[src/rtl/sdram_pkg.sv]
// Shared SDRAM controller definitions: command encodings,
// timing compare values and the refresh FSM state type.
package sdram_pkg;

    localparam logic [3:0] NOP       = 4'b0111;
    localparam logic [3:0] P_CHARGE  = 4'b0010;
    localparam logic [3:0] AUTO_REF  = 4'b0001;
    localparam logic [3:0] M_REG_SET = 4'b0000;

    localparam logic [2:0] TRP_CLK  = 3'd2;
    localparam logic [2:0] TRC_CLK  = 3'd7;
    localparam logic [2:0] TMRD_CLK = 3'd3;

    // 7.5 us at 100 MHz, minus one
    localparam logic [9:0] CNT_REF_MAX_DEF = 10'd749;

    localparam logic [1:0]  BA_ALL   = 2'b11;
    localparam logic [12:0] ADDR_ALL = 13'h1fff;

    typedef enum logic [2:0] {
        AREF_IDLE = 3'd0,
        AREF_PCHA = 3'd1,
        AREF_TRP  = 3'd2,
        AREF_AR   = 3'd3,
        AREF_TRF  = 3'd4,
        AREF_END  = 3'd5
    } aref_state_t;

endpackage

[src/rtl/sdram_a_ref.sv]
// Periodic auto-refresh generator: interval timer, arbiter
// request and precharge-all plus AREF_NUM auto-refresh sequence.
module sdram_a_ref
    import sdram_pkg::*;
#(
    parameter logic [9:0] CNT_REF_MAX = CNT_REF_MAX_DEF,
    parameter logic [1:0] AREF_NUM    = 2'd2
) (
    input  logic        sys_clk,
    input  logic        sys_rst_n,
    input  logic        init_end,
    input  logic        aref_en,
    output logic        aref_req,
    output logic [3:0]  aref_cmd,
    output logic [1:0]  aref_ba,
    output logic [12:0] aref_addr,
    output logic        aref_end
);

    aref_state_t r_state;
    logic [9:0]  r_cnt_ref;
    logic [2:0]  r_cnt_clk;
    logic [1:0]  r_cnt_aref;

    logic w_trp_hit;
    logic w_trc_hit;
    logic w_ref_hit;

    assign w_trp_hit = (r_state == AREF_TRP)
                    && (r_cnt_clk == TRP_CLK);
    assign w_trc_hit = (r_state == AREF_TRF)
                    && (r_cnt_clk == TRC_CLK);
    assign w_ref_hit = (r_cnt_ref == CNT_REF_MAX);

    // Free-running interval timer; a refresh never pauses it
    always_ff @(posedge sys_clk or negedge sys_rst_n) begin
        if (!sys_rst_n)
            r_cnt_ref <= '0;
        else if (!init_end)
            r_cnt_ref <= '0;
        else if (w_ref_hit)
            r_cnt_ref <= '0;
        else
            r_cnt_ref <= r_cnt_ref + 10'd1;
    end

    always_ff @(posedge sys_clk or negedge sys_rst_n) begin
        if (!sys_rst_n)
            aref_req <= 1'b0;
        else if (w_ref_hit)
            aref_req <= 1'b1;
        else if ((r_state == AREF_IDLE) && aref_en)
            aref_req <= 1'b0;
    end

    always_ff @(posedge sys_clk or negedge sys_rst_n) begin
        if (!sys_rst_n)
            r_cnt_clk <= '0;
        else if ((r_state == AREF_IDLE)
              || (r_state == AREF_END)
              || w_trp_hit || w_trc_hit)
            r_cnt_clk <= '0;
        else
            r_cnt_clk <= r_cnt_clk + 3'd1;
    end

    always_ff @(posedge sys_clk or negedge sys_rst_n) begin
        if (!sys_rst_n)
            r_cnt_aref <= '0;
        else if (r_state == AREF_IDLE)
            r_cnt_aref <= '0;
        else if (r_state == AREF_AR)
            r_cnt_aref <= r_cnt_aref + 2'd1;
    end

    // Commands are registered from the current state
    always_ff @(posedge sys_clk or negedge sys_rst_n) begin
        if (!sys_rst_n) begin
            r_state   <= AREF_IDLE;
            aref_cmd  <= NOP;
            aref_ba   <= BA_ALL;
            aref_addr <= ADDR_ALL;
        end else begin
            aref_ba   <= BA_ALL;
            aref_addr <= ADDR_ALL;
            case (r_state)
                AREF_IDLE: begin
                    aref_cmd <= NOP;
                    if (aref_en && aref_req)
                        r_state <= AREF_PCHA;
                end
                AREF_PCHA: begin
                    aref_cmd <= P_CHARGE;
                    r_state  <= AREF_TRP;
                end
                AREF_TRP: begin
                    aref_cmd <= NOP;
                    if (w_trp_hit)
                        r_state <= AREF_AR;
                end
                AREF_AR: begin
                    aref_cmd <= AUTO_REF;
                    r_state  <= AREF_TRF;
                end
                AREF_TRF: begin
                    aref_cmd <= NOP;
                    if (w_trc_hit) begin
                        if (r_cnt_aref == AREF_NUM)
                            r_state <= AREF_END;
                        else
                            r_state <= AREF_AR;
                    end
                end
                AREF_END: begin
                    aref_cmd <= NOP;
                    r_state  <= AREF_IDLE;
                end
                default: begin
                    aref_cmd <= NOP;
                    r_state  <= AREF_IDLE;
                end
            endcase
        end
    end

    assign aref_end = (r_state == AREF_END);

endmodule

[config.mk]
export PLATFORM = sky130hd
export DESIGN_NAME = sdram_a_ref
export DESIGN_NICKNAME = d
export VERILOG_FILES = /design/src/rtl/sdram_pkg.sv /design/src/rtl/sdram_a_ref.sv
export SDC_FILE = /design/constraint.sdc
export NUM_CORES = 1
export LEC_CHECK = 0
export CORE_MARGIN = 8
export CORE_UTILIZATION = 49
export DETAILED_ROUTE_END_ITERATION = 7
export GPL_TIMING_DRIVEN = 0
export PLACE_DENSITY = 0.79
export SLEW_MARGIN = 10
export SYNTH_ARGS = -nofsm -noshare
export SYNTH_HDL_FRONTEND = slang
export SYNTH_SLANG_ARGS = --single-unit
[constraint.sdc]
create_clock -name sys_clk -period 2 [get_ports sys_clk]
set_input_delay 0.4 -clock sys_clk [delete_from_list [all_inputs] [get_ports sys_clk]]
set_output_delay 0.4 -clock sys_clk [all_outputs]
set_load 0.01 [all_outputs]
=== Word level (Yosys, flattened, before mapping) ===
Index checks and enable logic that the tools add are counted.

* Word-level logic and storage cells: 45
* Register bits after elaboration: 23

* Equal/unequal tests: 12
* Multiplexer cells: 13
* Reduce and logical (&&, ||, !) cells: 11
* Add/subtract/negate cells: 3

{| class="wikitable"
|+ Operator list
! kind !! count
|-
| 2-to-1 mux 10 bit || 2
|-
| 2-to-1 mux 3 bit || 5
|-
| case mux 3 bit (5 select lines) || 1
|-
| adder 10 x 1 -> 10 bit (second input constant) || 1
|-
| == test 10 bit (second input constant) || 1
|-
| == test 3 x 2 -> 1 bit (second input constant) || 3
|-
| == test 3 bit (second input constant) || 3
|-
| case mux 3 bit (2 select lines) || 1
|-
| logical AND 1 bit || 4
|-
| 2-to-1 mux 2 bit || 2
|-
| inequality test 2 bit (second input constant) || 2
|-
| nonzero test 2 bit || 2
|-
| adder 3 x 1 -> 3 bit (second input constant) || 1
|-
| == test 3 x 1 -> 1 bit (second input constant) || 1
|-
| zero test 3 bit || 1
|-
| logical OR 1 bit || 3
|-
| AND reduction 3 bit || 1
|-
| adder 2 x 1 -> 2 bit (second input constant) || 1
|-
| == test 2 bit (second input constant) || 1
|-
| 2-to-1 mux 1 bit || 2
|-
| inequality test 2 x 1 -> 1 bit (second input constant) || 1
|}

=== Longest topological paths before layout ===
Gate-level depths: netlist of the first run.

* Depth in word-level cells: 5
* Depth in mapped cells: 6

=== Worst setup path before layout of the first run ===
No wires, ideal clock.

* Path type: register to register
* Start: register r_cnt_ref[1]
* End: register r_cnt_ref[2]
* Library setup time: 0.126 ns
* Arrival time: 1.288 ns
* Cell stages (with the launch flop): 7
* Setup slack: 0.585 ns
* Cells stage by stage: dfrtp_1 > inv_1 > ha_1 > nand4_1 > or3_1 > o21ai_2 > nor2_1

* Cells in the longest elaborated chain, start to end: 3
* Elaborated cells between the ends (all ways): 4

{| class="wikitable"
|+ Ends and longest elaborated chain
! item !! line !! RTL
|-
| start, declared || sdram_a_ref.sv:21 || <nowiki>logic [9:0] r_cnt_ref;</nowiki>
|-
| start signal, assigned || sdram_a_ref.sv:44 || <nowiki>r_cnt_ref <= r_cnt_ref + 10'd1;</nowiki>
|-
| adder 10 x 1 -> 10 bit / == test 10 bit (equally long branches) || sdram_a_ref.sv:44, sdram_a_ref.sv:33 ||
|-
| 2-to-1 mux 10 bit (*) || sdram_a_ref.sv:41 || <nowiki>else if (w_ref_hit)</nowiki>
|-
| 2-to-1 mux 10 bit (*) || sdram_a_ref.sv:39 || <nowiki>else if (!init_end)</nowiki>
|}

Every way passes the cells marked *; elsewhere a longest branch is shown, timed or not.
A chain may end at the register's enable or synchronous reset.

=== Worst setup path after layout of the first run ===
* Start: register r_state[1]
* End: output port aref_end

* Cells in the longest elaborated chain, start to end: 1

{| class="wikitable"
|+ Ends and longest elaborated chain
! item !! line !! RTL
|-
| start, declared || sdram_a_ref.sv:20 || <nowiki>aref_state_t r_state;</nowiki>
|-
| start signal, assigned || sdram_a_ref.sv:79 || <nowiki>r_state <= AREF_IDLE;</nowiki>
|-
| start signal, assigned || sdram_a_ref.sv:90 || <nowiki>r_state <= AREF_PCHA;</nowiki>
|-
| start signal, assigned || sdram_a_ref.sv:94 || <nowiki>r_state <= AREF_TRP;</nowiki>
|-
| == test 3 bit || sdram_a_ref.sv:126 || <nowiki>assign aref_end = (r_state == AREF_END);</nowiki>
|-
| end, declared || sdram_a_ref.sv:17 || <nowiki>output logic aref_end</nowiki>
|}

Every way passes these cells.

==> results of run 1 <==
[state kept, by name, summed over array words and instances, names as in the netlist]
register,count
r_cnt_aref,2
aref_cmd,3
r_state,3
aref_req,1
r_cnt_clk,3
r_cnt_ref,10
[power by group through the flow]
stage | combinational, mW | clock [mW] | sequential (mW)
floorplan | 0.353 | 0 | 0.635
global placement | 0.471 | 0 | 0.631
detailed placement | 0.504 | 0 | 0.638
CTS | 0.488 | 0.217 | 0.656
global route | 0.560 | 0.233 | 0.673
finish | 0.484 | 0.206 | 0.657
[final timing paths]
check,slack (ps),from,depth (start not counted),endpoint
max in group asynchronous,730,sys_rst_n,1,r_state[1]
worst max-delay path,90,r_state[1],3,aref_end
min in group asynchronous,610,sys_rst_n,1,r_cnt_ref[1]
worst max register to register,390,r_cnt_ref[1],6,r_cnt_ref[3]
worst min-delay path,470,r_cnt_clk[0],1,r_cnt_clk[0]
worst min register to register,470,r_cnt_clk[0],1,r_cnt_clk[0]
[repair_timing]
| item | CTS | global route |
|---|---|---|
| setup endpoints to repair | 1 | 1 |
| resized for setup | 2 | 1 |
| setup buffers | 1 | 0 |
| hold buffers | 0 | 0 |
[placed cells by master, fill, tap and decap left out]
cell type         n
a211oi_1          1
a21o_1            1
a21oi_1           6
a221oi_1          1
a22o_1            1
a31oi_1           2
and3_1            2
buf_4            17
clkbuf_1          1
clkbuf_4          3
clkdlybuf4s50_1   8
conb_1           16
dfrtp_1          17
dfrtp_2           2
dfstp_2           3
ha_1              6
inv_1            10
inv_2             1
mux2i_1           1
nand2_1           9
nand2b_1          2
nand3_1           5
nand3_2           1
nand4_1           2
nor2_1           11
nor2b_1           1
nor3_1            2
o211ai_1          2
o21ai_0           5
o21ai_2           1
o32ai_1           1
or3_1             3
or4_1             1
xnor2_1           3
xor2_1            2
[metal layers]
layer / up-vias / GRT usage / wire (microns)
met5: - / 0 / 0
met4: 0 / 0.0599 / 14
met3: 2 / 0.0255 / 88
met2: 13 / 0.214 / 1230
met1: 403 / 0.108 / 868
li1: 437 / - / -
[worst register-to-register path, stage by stage, from the launching register on]
cell and delay, ps:
dfrtp_1 430, inv_1 70, ha_1 140, nand4_1 80, or3_1 410, o21ai_2 280, nor2_1 90
[cell families (layout without fill, tap and decap cells)]
group	Yosys count	in the layout
and+or+nand+nor	39	39
buffers and inverters	29	40
DFF	22	22
AOI/OAI and AO/OA	21	21
adders and majority gates	6	6
xor gates and xnor gates	5	5
other	2	16
muxes	1	1
[metrics by stage]
step	hold WS [ps]	worst slack, ps	power, mW	instance area, sq um
after floorplan	104	585	0.988	1230
after global placement	445	128	1.10	1350
after detailed placement	457	117	1.14	1350
after CTS	472	35.3	1.36	1380
after global routing	508	18.0	1.47	1380
final	468	91.8	1.35	1380
[layout make-up]
cell class | count | area [sq um] | area share
timing repair buffer | 9 | 87.6 | 0.0634
clock buffer | 4 | 26.3 | 0.0190
inverter | 11 | 41.3 | 0.0299
buffer | 16 | 120 | 0.0870
multi-input combinational | 88 | 512 | 0.370
sequential | 22 | 557 | 0.403
tap | 30 | 37.5 | 0.0272
==> flow_summary.json, run 1 <==
{
  "p_leak_nw": 0.644,
  "synth-edff-count": 0,
  "grt_pass1_vias": 866,
  "wl_per_cell_microns": 12.2,
  "synth_fa_ha_area_frac": 0.0635,
  "hold_class": "reg -> reg",
  "layoutNonFillerInstCount": 180,
  "synth-compound-area-share": 0.112,
  "cp_data_required_time_ps": 1600,
  "ios": 25,
  "clk_path_buf_depth": 2,
  "overflow": 0,
  "synthXorXnorAreaFrac": 0.0370,
  "intPower_uw": 879,
  "grt_pass1_wl_microns": 3770,
  "p_seq_frac": 0.488,
  "setup_violations": 0,
  "cts.sinks": 22,
  "yosysUniqueCellTypes": 31,
  "post-route-min-period_ps": 1910,
  "power_switching_uw": 468,
  "crit_chain": "inv_2 -> and3_1 -> clkdlybuf4s50_1",
  "pwr_density_cell_mw_per_mm2": 975,
  "clock_latency_ps": 310,
  "yosys-top-cells-area": "dfrtp_1 40%, buf_4 10%, dfstp_2 6.7%, ha_1 6.3%, inv_1 3.5%",
  "drc": 0,
  "p_comb_frac": 0.359,
  "max_stage_delay_ps": 530,
  "io_buffers": 8,
  "cp.buffers_inverters": 2,
  "cts_tree": "built",
  "clk_pin_slew_worst_paths_ps": 100,
  "rsz0062_at_grt": "no",
  "track_usage": 0.112,
  "swShare": 0.347,
  "final_antenna_net_count": 0,
  "start_util": 0.495,
  "outcome": "finished, final reports clean",
  "cp_data_arrival_time_ps": 1510,
  "first_pass_iters": 4,
  "yosysTopAreaCellShare": 0.402,
  "clockPowerShare": 0.153,
  "antenna_found_initial": 0,
  "slew_viol_final": 0,
  "cts_buffers": 3,
  "fp.dieH_microns": 65.1,
  "fin_crit_sh": 0.954,
  "synth_most_common_cell": "dfrtp_1",
  "cts-root-buf": "clkbuf_4",
  "vias": 855,
  "vias_per_cell": 4.75,
  "postSynthCellCount": 125,
  "synth_top_cell_by_area": "dfrtp_1",
  "async_flop_share": 1.00,
  "num-fill-cells": 232,
  "path_class": "reg -> out",
  "synth-seq-cells": 22,
  "grt_max_degree": 23,
  "final_nets": 161,
  "ys_seq_area_frac": 0.469,
  "avgSynthCellArea_sq_um": 9.46,
  "drtIter0Drc": 40,
  "gp_congestion": 0.760,
  "fp.dieArea_sq_mm": 0.00424,
  "synth_top_family_by_area": "simple AND/OR/NAND/NOR gates",
  "endpoint_kind": "primary output",
  "drv_cap": 0,
  "netlist_area_sq_mm": 0.00118,
  "die_width_microns": 65.1,
  "finalWirelength_microns": 2200,
  "fin_skew_ps": 16.2,
  "yosysWarnings": 0,
  "fin_setup_tns_ps": 0,
  "peakVddDrop_v": 0.000592,
  "netlist_top_cells_count": "19 x dfrtp_1, 16 x buf_4, 11 x inv_1, 11 x nor2_1, 9 x nand2_1",
  "post-route-util": 0.579,
  "drive_gt1_frac": 0.187,
  "tightest_slew_ps": 957,
  "hpwl_microns": 1720,
  "slew_headroom": 0.360,
  "area_growth_pct": 16.8,
  "crit_path_start_kind": "flop",
  "synth-simple-area-share": 0.161,
  "hold_violations": 0,
  "critPathTopFamily": "buffers and inverters",
  "ctsHtreeMaxLevel": 1,
  "rows": 18,
  "place_inst": 177,
  "crit_fanout": 6,
  "cp_slowest_cell": "clkdlybuf4s50_1",
  "synth_mux_area_frac": 0.00847,
  "diodes": 0,
  "synth_ff_type": "dfrtp_1",
  "max_freq_mhz": 524,
  "core-area_sq_mm": 0.00239
}
Note: power is estimated with default switching activity, not from simulation.
==> inputs of run 2 (changes only) <==
--- a/config.mk
+++ b/config.mk
@@ -5,8 +5,10 @@
 export SDC_FILE = /design/constraint.sdc
 export NUM_CORES = 1
 export LEC_CHECK = 0
+export CELL_PAD_IN_SITES_DETAIL_PLACEMENT = 1
+export CELL_PAD_IN_SITES_GLOBAL_PLACEMENT = 1
 export CORE_MARGIN = 8
-export CORE_UTILIZATION = 49
+export CORE_UTILIZATION = 37
 export DETAILED_ROUTE_END_ITERATION = 7
 export GPL_TIMING_DRIVEN = 0
 export PLACE_DENSITY = 0.79
==> run 2 against run 1 <==
  * Utilization is 11 points lower
  * Sequential share of layout area is 1.3 points lower
  * Design area is 3.4% higher
  * Maximum frequency is 6.0% higher
  * Die area is 24% higher
  * Critical path type unchanged
  * Largest cell class unchanged
  * Largest power group unchanged
==> flow_summary.json, run 2 (synthesis gave the netlist of run 1 again) <==
{
  "drtIter0Drc": 32,
  "final_area_sq_mm": 0.00143,
  "drive_gt1_frac": 0.193,
  "cts_hold_buf": 0,
  "r2r-start": "r_cnt_ref[1]",
  "max_stage_delay_ps": 540,
  "total_power_mw": 1.50,
  "endpoint_kind": "primary output",
  "slew_viol_final": 0,
  "use_met1": 0.0947,
  "hold_violations": 0,
  "grt_busiest_layer": "met2",
  "hold_class": "reg -> reg",
  "first_pass_iters": 3,
  "antenna_found_initial": 0,
  "post-route-min-period_ps": 1800,
  "grtUsageMet3": 0.0427,
  "path_class": "reg -> out",
  "cts-root-buf": "clkbuf_4",
  "clockPowerShare": 0.232,
  "largest-register": "r_cnt_ref",
  "place_area_sq_mm": 0.00137,
  "diodes": 0,
  "crit_chain": "clkdlybuf4s50_1",
  "rrSetupSlack_ps": 370,
  "slew_headroom": 0.338,
  "worst-path-stages": 1,
  "swShare": 0.332,
  "rsz0062_at_grt": "no",
  "grt_max_degree": 23,
  "fin_setup_tns_ps": 0,
  "tightest_slew_ps": 989,
  "track_usage": 0.104,
  "setup_violations": 0,
  "cp_slowest_cell": "dfstp_2",
  "grt_use_met2": 0.202,
  "pwr_density_cell_mw_per_mm2": 1050,
  "clk_pin_slew_worst_paths_ps": 130,
  "overflow": 0,
  "start_util": 0.387,
  "r2r_end": "r_cnt_ref[4]",
  "clk_path_buf_depth": 2,
  "p_comb_frac": 0.326,
  "fp.dieArea_sq_mm": 0.00526,
  "critPathTopFamily": "flip-flops",
  "cts.sinks": 22,
  "holdPathStages": 1,
  "power_switching_uw": 498,
  "wl_per_cell_microns": 13.1,
  "drc": 0,
  "grt_pass1_vias": 957,
  "crit_fanout": 1,
  "hold_start": "r_cnt_clk[0]",
  "cts_tree": "built",
  "grt_pass1_wl_microns": 4330,
  "fin_crit_sh": 0.900,
  "gp_congestion": 0.766,
  "vias_per_cell": 4.54,
  "intPower_mw": 1.00,
  "final_nets": 161,
  "io_buffers": 8,
  "outcome": "finished, final reports clean",
  "finalWirelength_microns": 2540,
  "cp_data_arrival_time_ps": 1400,
  "max_freq_mhz": 556,
  "crit_path_start_kind": "flop",
  "peakVddDrop_v": 0.000584,
  "hpwl_microns": 1920,
  "fin_skew_ps": 5.62,
  "final_antenna_net_count": 0,
  "area_growth_pct": 20.7,
  "min_to": "r_cnt_clk[0]",
  "clock_latency_ps": 320,
  "p_leak_nw": 0.675,
  "p_seq_frac": 0.442,
  "largest_register_ffs": 10,
  "core-area_sq_mm": 0.00305,
  "final_cell_mix": "17 x buf_4, 17 x dfrtp_1, 16 x conb_1",
  "rows": 20,
  "cp_data_required_time_ps": 1600,
  "worst-r2r-cell-count": 6,
  "fp.dieH_microns": 72.5,
  "post-route-util": 0.468,
  "ctsHtreeMaxLevel": 1,
  "ios": 25,
  "die_width_microns": 72.5,
  "cp.buffers_inverters": 1,
  "drv_cap": 0,
  "cts_buffers": 3,
  "vias": 881
}
[run 2: cell count changes in the layout (fill, tap and decap cells not counted), sizes merged]
cell | before | now
clkdlybuf4s50 | 8 | 7
dlymetal6s2s | 0 | 1
bufinv | 0 | 1
clkbuf | 4 | 3
[run 2: worst max-delay path by stage]
stage,start,endpoint,slack [ps]
floorplan,r_cnt_ref[1],r_cnt_ref[2],590
global placement,r_state[1],aref_end,100
detailed placement,r_state[1],aref_end,60
CTS,r_state[2],aref_end,10
global route,aref_cmd[0],aref_cmd[0],140
finish,aref_cmd[0],aref_cmd[0],200
[run 2: stage by stage]
stage	hold WS [ps]	setup WS [ps]	cells
after floorplan	104	585	139
after global placement	447	101	191
after detailed placement	454	60.1	191
after CTS	472	11.7	194
after global routing	500	140	194
final	465	200	194
[run 2: power by group through the flow]
stage	clock network (mW)	logic [mW]	registers, mW
6_report	0.349	0.490	0.663
5_1_grt	0.379	0.558	0.680
4_1_cts	0.361	0.498	0.662
3_5_place_dp	0	0.515	0.643
3_3_place_gp	0	0.478	0.632
2_1_floorplan	0	0.353	0.635
[run 2: layer usage]
layer,part of all wire,vias up
met5,0,-
met4,0.0091,0
met3,0.056,5
met2,0.56,15
met1,0.38,426
li1,-,435
[run 2: area by class of cell]
class | instances | area, sq um
Fill cell | 372 | 1630
Inverter | 11 | 41.3
Buffer | 16 | 120
Clock inverter | 1 | 30.0
Tap cell | 44 | 55.1
Multi-Input combinational cell | 88 | 512
Timing Repair Buffer | 9 | 90.1
Sequential cell | 22 | 557
Clock buffer | 3 | 22.5
[run 2: what timing repair did]
action                     CTS  global route
setup endpoints to repair    1             1
resized for setup            2             2
buffers inserted             1             0
